<file path="src/rtl/hilo_pkg.sv">
// Shared op encodings, FSM states and iteration constants for the HI/LO multiply/divide unit.
package hilo_pkg;

  localparam int unsigned ITER_COUNT = 32;
  localparam int unsigned CNT_W      = 6;

  typedef enum logic [2:0] {
    OP_MULT  = 3'd0,
    OP_MULTU = 3'd1,
    OP_DIV   = 3'd2,
    OP_DIVU  = 3'd3,
    OP_MTHI  = 3'd4,
    OP_MTLO  = 3'd5
  } op_e;

  typedef enum logic [1:0] {
    ST_IDLE = 2'd0,
    ST_MUL  = 2'd1,
    ST_DIV  = 2'd2,
    ST_SIGN = 2'd3
  } state_e;

endpackage

</file>
<file path="src/rtl/hilo_divider.sv">
// Restoring unsigned divider datapath: one quotient bit per step, magnitudes only.
module hilo_divider #(
  parameter int unsigned DATA_WIDTH = 32
) (
  input  logic                  clk_i,
  input  logic                  rst_i,
  input  logic                  load_i,
  input  logic                  step_i,
  input  logic [DATA_WIDTH-1:0] dividend_i,
  input  logic [DATA_WIDTH-1:0] divisor_i,
  output logic [DATA_WIDTH-1:0] quotient_o,
  output logic [DATA_WIDTH-1:0] remainder_o
);

  localparam int unsigned W = DATA_WIDTH;

  logic [W-1:0] rem_q, rem_d;
  logic [W-1:0] quo_q, quo_d;
  logic [W-1:0] dvs_q, dvs_d;
  logic [W:0]   part_c;
  logic [W:0]   trial_c;

  // The dividend shifts out of the quotient register MSB-first into the partial remainder.
  always_comb begin
    rem_d   = rem_q;
    quo_d   = quo_q;
    dvs_d   = dvs_q;
    part_c  = {rem_q, quo_q[W-1]};
    trial_c = part_c - {1'b0, dvs_q};
    if (load_i) begin
      rem_d = '0;
      quo_d = dividend_i;
      dvs_d = divisor_i;
    end else if (step_i) begin
      if (!trial_c[W]) begin
        rem_d = trial_c[W-1:0];
        quo_d = {quo_q[W-2:0], 1'b1};
      end else begin
        rem_d = part_c[W-1:0];
        quo_d = {quo_q[W-2:0], 1'b0};
      end
    end
  end

  always_ff @(posedge clk_i) begin
    if (rst_i) begin
      rem_q <= '0;
      quo_q <= '0;
      dvs_q <= '0;
    end else begin
      rem_q <= rem_d;
      quo_q <= quo_d;
      dvs_q <= dvs_d;
    end
  end

  assign quotient_o  = quo_q;
  assign remainder_o = rem_q;

endmodule

</file>
<file path="src/rtl/hilo_muldiv_unit.sv">
// HI/LO register pair with iterative MULT/MULTU/DIV/DIVU and single-edge MTHI/MTLO.
// Define HILO_FAST_MULT_EN for a single-cycle multiplier in place of the shift-add loop.
module hilo_muldiv_unit
  import hilo_pkg::*;
#(
  parameter int unsigned DATA_WIDTH = 32
) (
  input  logic                  CLOCK_IN,
  input  logic                  RESET_IN,
  input  logic                  Start_IN,
  input  logic [2:0]            Op_IN,
  input  logic [DATA_WIDTH-1:0] OperandA_IN,
  input  logic [DATA_WIDTH-1:0] OperandB_IN,
  output logic                  Busy_OUT,
  output logic                  Done_OUT,
  output logic                  DivZero_OUT,
  output logic [DATA_WIDTH-1:0] HI_OUT,
  output logic [DATA_WIDTH-1:0] LO_OUT
);

  localparam int unsigned W  = DATA_WIDTH;
  localparam int unsigned W2 = 2 * DATA_WIDTH;

  state_e           state_q, state_d;
  logic [CNT_W-1:0] cnt_q, cnt_d;
  logic [W2-1:0]    acc_q, acc_d;
  logic             neg_q, neg_d;
  logic             neg_rem_q, neg_rem_d;
  logic             is_div_q, is_div_d;
  logic [W-1:0]     hi_q, hi_d;
  logic [W-1:0]     lo_q, lo_d;
  logic             busy_q, busy_d;
  logic             done_q, done_d;
  logic             divz_q, divz_d;
`ifndef HILO_FAST_MULT_EN
  logic [W-1:0]     mcand_q, mcand_d;
  logic [W:0]       mul_sum_c;
`endif

  logic             signed_c;
  logic             last_iter_c;
  logic [W-1:0]     a_mag_c, b_mag_c;
  logic             div_load_c, div_step_c;
  logic [W-1:0]     div_quo_c, div_rem_c;

  hilo_divider #(.DATA_WIDTH(W)) u_divider (
    .clk_i       (CLOCK_IN),
    .rst_i       (RESET_IN),
    .load_i      (div_load_c),
    .step_i      (div_step_c),
    .dividend_i  (a_mag_c),
    .divisor_i   (b_mag_c),
    .quotient_o  (div_quo_c),
    .remainder_o (div_rem_c)
  );

  // Next-state and datapath control; signed ops run on magnitudes and fix the sign in SIGN.
  always_comb begin
    state_d     = state_q;
    cnt_d       = cnt_q;
    acc_d       = acc_q;
    neg_d       = neg_q;
    neg_rem_d   = neg_rem_q;
    is_div_d    = is_div_q;
    hi_d        = hi_q;
    lo_d        = lo_q;
    done_d      = 1'b0;
    divz_d      = 1'b0;
    div_load_c  = 1'b0;
    div_step_c  = 1'b0;
`ifndef HILO_FAST_MULT_EN
    mcand_d     = mcand_q;
    mul_sum_c   = {1'b0, acc_q[W2-1:W]} + (acc_q[0] ? {1'b0, mcand_q} : '0);
`endif
    signed_c    = (Op_IN == OP_MULT) || (Op_IN == OP_DIV);
    a_mag_c     = (signed_c && OperandA_IN[W-1]) ? -OperandA_IN : OperandA_IN;
    b_mag_c     = (signed_c && OperandB_IN[W-1]) ? -OperandB_IN : OperandB_IN;
    last_iter_c = (cnt_q == CNT_W'(ITER_COUNT - 1));

    case (state_q)
      ST_IDLE: begin
        if (Start_IN) begin
          case (Op_IN)
            OP_MULT, OP_MULTU: begin
              neg_d     = signed_c && (OperandA_IN[W-1] ^ OperandB_IN[W-1]);
              neg_rem_d = 1'b0;
              is_div_d  = 1'b0;
              cnt_d     = '0;
`ifdef HILO_FAST_MULT_EN
              acc_d     = W2'(a_mag_c) * W2'(b_mag_c);
              state_d   = ST_SIGN;
`else
              mcand_d   = a_mag_c;
              acc_d     = {{W{1'b0}}, b_mag_c};
              state_d   = ST_MUL;
`endif
            end
            OP_DIV, OP_DIVU: begin
              if (OperandB_IN == '0) begin
                done_d = 1'b1;
                divz_d = 1'b1;
              end else begin
                neg_d      = signed_c && (OperandA_IN[W-1] ^ OperandB_IN[W-1]);
                neg_rem_d  = signed_c && OperandA_IN[W-1];
                is_div_d   = 1'b1;
                cnt_d      = '0;
                div_load_c = 1'b1;
                state_d    = ST_DIV;
              end
            end
            OP_MTHI: begin
              hi_d   = OperandA_IN;
              done_d = 1'b1;
            end
            OP_MTLO: begin
              lo_d   = OperandA_IN;
              done_d = 1'b1;
            end
            default: ;
          endcase
        end
      end
`ifndef HILO_FAST_MULT_EN
      ST_MUL: begin
        acc_d = {mul_sum_c, acc_q[W-1:1]};
        cnt_d = cnt_q + CNT_W'(1);
        if (last_iter_c) state_d = ST_SIGN;
      end
`endif
      ST_DIV: begin
        div_step_c = 1'b1;
        cnt_d      = cnt_q + CNT_W'(1);
        if (last_iter_c) state_d = ST_SIGN;
      end
      ST_SIGN: begin
        if (is_div_q) begin
          lo_d = neg_q ? -div_quo_c : div_quo_c;
          hi_d = neg_rem_q ? -div_rem_c : div_rem_c;
        end else begin
          {hi_d, lo_d} = neg_q ? -acc_q : acc_q;
        end
        done_d  = 1'b1;
        state_d = ST_IDLE;
      end
      default: state_d = ST_IDLE;
    endcase

    busy_d = (state_d != ST_IDLE);
  end

  always_ff @(posedge CLOCK_IN) begin
    if (RESET_IN) begin
      state_q   <= ST_IDLE;
      cnt_q     <= '0;
      acc_q     <= '0;
      neg_q     <= 1'b0;
      neg_rem_q <= 1'b0;
      is_div_q  <= 1'b0;
      hi_q      <= '0;
      lo_q      <= '0;
      busy_q    <= 1'b0;
      done_q    <= 1'b0;
      divz_q    <= 1'b0;
`ifndef HILO_FAST_MULT_EN
      mcand_q   <= '0;
`endif
    end else begin
      state_q   <= state_d;
      cnt_q     <= cnt_d;
      acc_q     <= acc_d;
      neg_q     <= neg_d;
      neg_rem_q <= neg_rem_d;
      is_div_q  <= is_div_d;
      hi_q      <= hi_d;
      lo_q      <= lo_d;
      busy_q    <= busy_d;
      done_q    <= done_d;
      divz_q    <= divz_d;
`ifndef HILO_FAST_MULT_EN
      mcand_q   <= mcand_d;
`endif
    end
  end

  assign Busy_OUT    = busy_q;
  assign Done_OUT    = done_q;
  assign DivZero_OUT = divz_q;
  assign HI_OUT      = hi_q;
  assign LO_OUT      = lo_q;

endmodule

</file>
<file path="config.mk">
export PLATFORM = sky130hd
export DESIGN_NAME = hilo_muldiv_unit
export DESIGN_NICKNAME = d
export VERILOG_FILES = /design/src/rtl/hilo_pkg.sv /design/src/rtl/hilo_divider.sv /design/src/rtl/hilo_muldiv_unit.sv
export SDC_FILE = /design/constraint.sdc
export NUM_CORES = 1
export LEC_CHECK = 0
export CAP_MARGIN = 20
export CORE_MARGIN = 8
export CORE_UTILIZATION = 50
export CTS_BUF_LIST = sky130_fd_sc_hd__clkbuf_16
export DETAILED_ROUTE_END_ITERATION = 10
export PLACE_DENSITY = 0.74
export SLEW_MARGIN = 20
export SYNTH_ARGS = -nofsm -noshare
export SYNTH_HDL_FRONTEND = slang
export SYNTH_SLANG_ARGS = --single-unit
export TNS_END_PERCENT = 20
</file>
<file path="constraint.sdc">
create_clock -name CLOCK_IN -period 6.25 [get_ports CLOCK_IN]
set_input_delay 1.25 -clock CLOCK_IN [delete_from_list [all_inputs] [get_ports CLOCK_IN]]
set_output_delay 1.25 -clock CLOCK_IN [all_outputs]
set_load 0.05 [all_outputs]
</file>
==> metrics <==
Chip Height 210 µm; Highest Clock Rate roughly 220 MHz; sort of element at the start of the critical path input port; drt first pass iters 8; row count 71; Power Density 236 nW/µm²; commonest cells after routing, fill and taps aside sky130_fd_sc_hd__dfxtp_1, sky130_fd_sc_hd__nand2_1, sky130_fd_sc_hd__nor2_1, sky130_fd_sc_hd__a21oi_1, sky130_fd_sc_hd__clkdlybuf4s50_1; first-pass GRT wire length 102000 µm; required time of the critical path 6.76 ns; Core Box Area between 30000 and 40000 µm²; gp weighted congestion 0.949; DRC violation total after the first TritonRoute iteration 1904; crit end category register; commonest non-fill, non-tap cell in the layout sky130_fd_sc_hd__dfxtp_1; final number of setup-violating endpoints 0; Critical Setup Path Class input port to register; Max Root-Sink Buffers 3; CTS buffer count 31; number of antenna violations at the first check in global routing 0; antenna diode instance count 0; initial core utilization 50.5%; CTS clock-pin slew for the worst setup and hold paths 0.06 ns; global router's overall resource usage 28.5%; sum of negative setup slack 0 ns; fraction of layout instances using a drive strength above 1 4.25%; Data arrival, critical path 5.11 ns; tightest slew margin relative to the limit 32.0%; Avg WL per Cell between 20 and 25 µm; DR DRC count 0; minimum clock period 4.60 ns; Skew-Pair Late Insertion Delay 0.59 ns; RSZ-0062 raised after global routing false; period utilisation layout 73.6%; share of flip-flops with an asynchronous set or reset 0%; number of flops mapped to enable cells by yosys 0; net total in the final layout 2643; net count after synthesis 2620; maximum resistive drop on vdd 205 µV; remaining antenna violation count 0; clock sink count 270; number of distinct standard cells referenced by the synthesized netlist 77; final setup skew 0.0262 ns; share of the yosys chip area belonging to registers around 29%; Cells after Synth 2471; quantity of I/O buffers inserted on ports 136; width of the chip 210 µm; static power due to leakage 8.15 nW; fin. max-slew vios 0; Area growth, synth to finish 14.0%; via count of the first global-routing pass 17.5k; Die Area about 44000 µm²; classification of the worst-slack hold path register to register; root buf cell sky130_fd_sc_hd__clkbuf_16; largest fanout of any net on the critical path 57; outcome completed; count of H-tree levels built during CTS 1; DR vias about 19k; Congestion Overflow GR 0; flip-flop cell with the highest count after synthesis sky130_fd_sc_hd__dfxtp_1; post-synthesis instance area 18900 µm²; pin count of the biggest net entering global routing between 100 and 150; Fin. Hold Viols 0; Hold-fix buffers, CTS 0; Synth warnings 0; Avg Cell Area, Syn 7.65 µm²; post-CTS repair timing setup buffer count 0; final HPWL from detailed placement 49100 µm; I/O pin cnt between 100 and 150; worst slew pin tran between 1 and 1.5 ns; post-cts resize count 0; via density per instance 6.24; Seq cells post-synth 270; Final Util 57.6%; clock tree from TritonCTS yes; final wirelength 65500 µm; maxcap violations 0
[routing by layer]
metal,track usage [%],up-vias,routed length (µm)
met2,45.6,787,29300
met5,0,-,0
li1,-,8953,-
met1,40.0,9053,29300
met3,4.29,94,5360
met4,7.07,0,1640
[final cells by class]
| class | count | area (µm²) |
|---|---|---|
| Clock buffer | 31 | 776 |
| Clock inverter | 25 | 249 |
| Fill cell | 3491 | 15900 |
| Inverter | 75 | 282 |
| Multi-Input combinational cell | 1958 | 12600 |
| Sequential cell | 270 | 5410 |
| Tap cell | 511 | 639 |
| Timing Repair Buffer | 158 | 1540 |
[metrics by stage]
step	instance area (µm²)	setup WS, ns	std cells	hold WS (ns)	total power [mW]
global route	21500	1.42	3028	0.467	5.28
detailed placement	20500	1.11	2972	0.446	3.19
CTS	21500	1.71	3028	0.455	5.06
floorplan	18900	2.43	2471	0.432	2.81
finish	21500	1.65	3028	0.455	5.08
global placement	20500	1.30	2972	0.437	3.17
[synthesized netlist by cell type (all sizes together) (21+ instances only)]
library cell	count	area, µm²
a211oi	111	833
a21o	50	375
a21oi	189	946
a311oi	49	435
and2	40	250
buf	25	115
clkbuf	143	537
dfxtp	270	5410
ha	77	963
inv	73	274
mux2i	37	370
nand2	261	980
nand2b	46	288
nand3	38	190
nor2	247	927
nor2b	33	206
nor3	54	275
o211ai	70	526
o21ai	138	691
o31ai	38	304
o41ai	21	191
or3	29	201
xnor2	120	1050
xor2	111	972
[final timing paths]
path | cells after the start | from | end | slack, ns
hold / removal | 2 | mcand_q[22]$_SDFFE_PP0P_ | mcand_q[22]$_SDFFE_PP0P_ | 0.46
setup reg to reg | 10 | acc_q[27]$_SDFFE_PP0P_ | HI_OUT[25]$_SDFFE_PP0P_ | 1.78
setup / recovery | 10 | OperandB_IN[13] | neg_rem_q$_SDFFE_PP0P_ | 1.65
hold reg to reg | 2 | mcand_q[22]$_SDFFE_PP0P_ | mcand_q[22]$_SDFFE_PP0P_ | 0.46
[critical path: stages]
cell	delay, ns
sky130_fd_sc_hd__clkdlybuf4s50_1	0.49
sky130_fd_sc_hd__or3_1	0.44
sky130_fd_sc_hd__or3_1	0.37
sky130_fd_sc_hd__nor4_1	0.43
sky130_fd_sc_hd__nand3_1	0.27
sky130_fd_sc_hd__nor4_1	0.60
sky130_fd_sc_hd__nor2_4	0.29
sky130_fd_sc_hd__buf_4	0.40
sky130_fd_sc_hd__or3_1	0.41
sky130_fd_sc_hd__a21oi_1	0.14
[flip-flops by register name, summed over array words and instances (netlist names)]
signal,flops
u_divider.remainder_o,32
LO_OUT,32
Busy_OUT,1
state_q,2
Done_OUT,1
u_divider.dvs_q,32
DivZero_OUT,1
neg_q,1
HI_OUT,32
u_divider.quotient_o,32
cnt_q,6
is_div_q,1
mcand_q,32
neg_rem_q,1
acc_q,64
[cell families after synthesis]
group / Yosys count / synth area share, %
adder cells (fa/ha/maj): 79 / 5.31
flip-flops: 270 / 28.6
XOR/XNOR: 231 / 10.7
AND/OR/NAND/NOR: 838 / 21.1
multiplexers: 39 / 2.14
buffers and inverters: 243 / 4.94
AO/OA/AOI/OAI: 771 / 27.2
[where the power goes]
part           leakage, nW  switching (mW)  total [mW]  internal (mW)
combinational         5.43           0.798        1.29          0.497
sequential            2.20           0.101        1.90           1.79
clock                0.525           0.784        1.89           1.10
No activity file was read; power rests on OpenSTA's default activity.
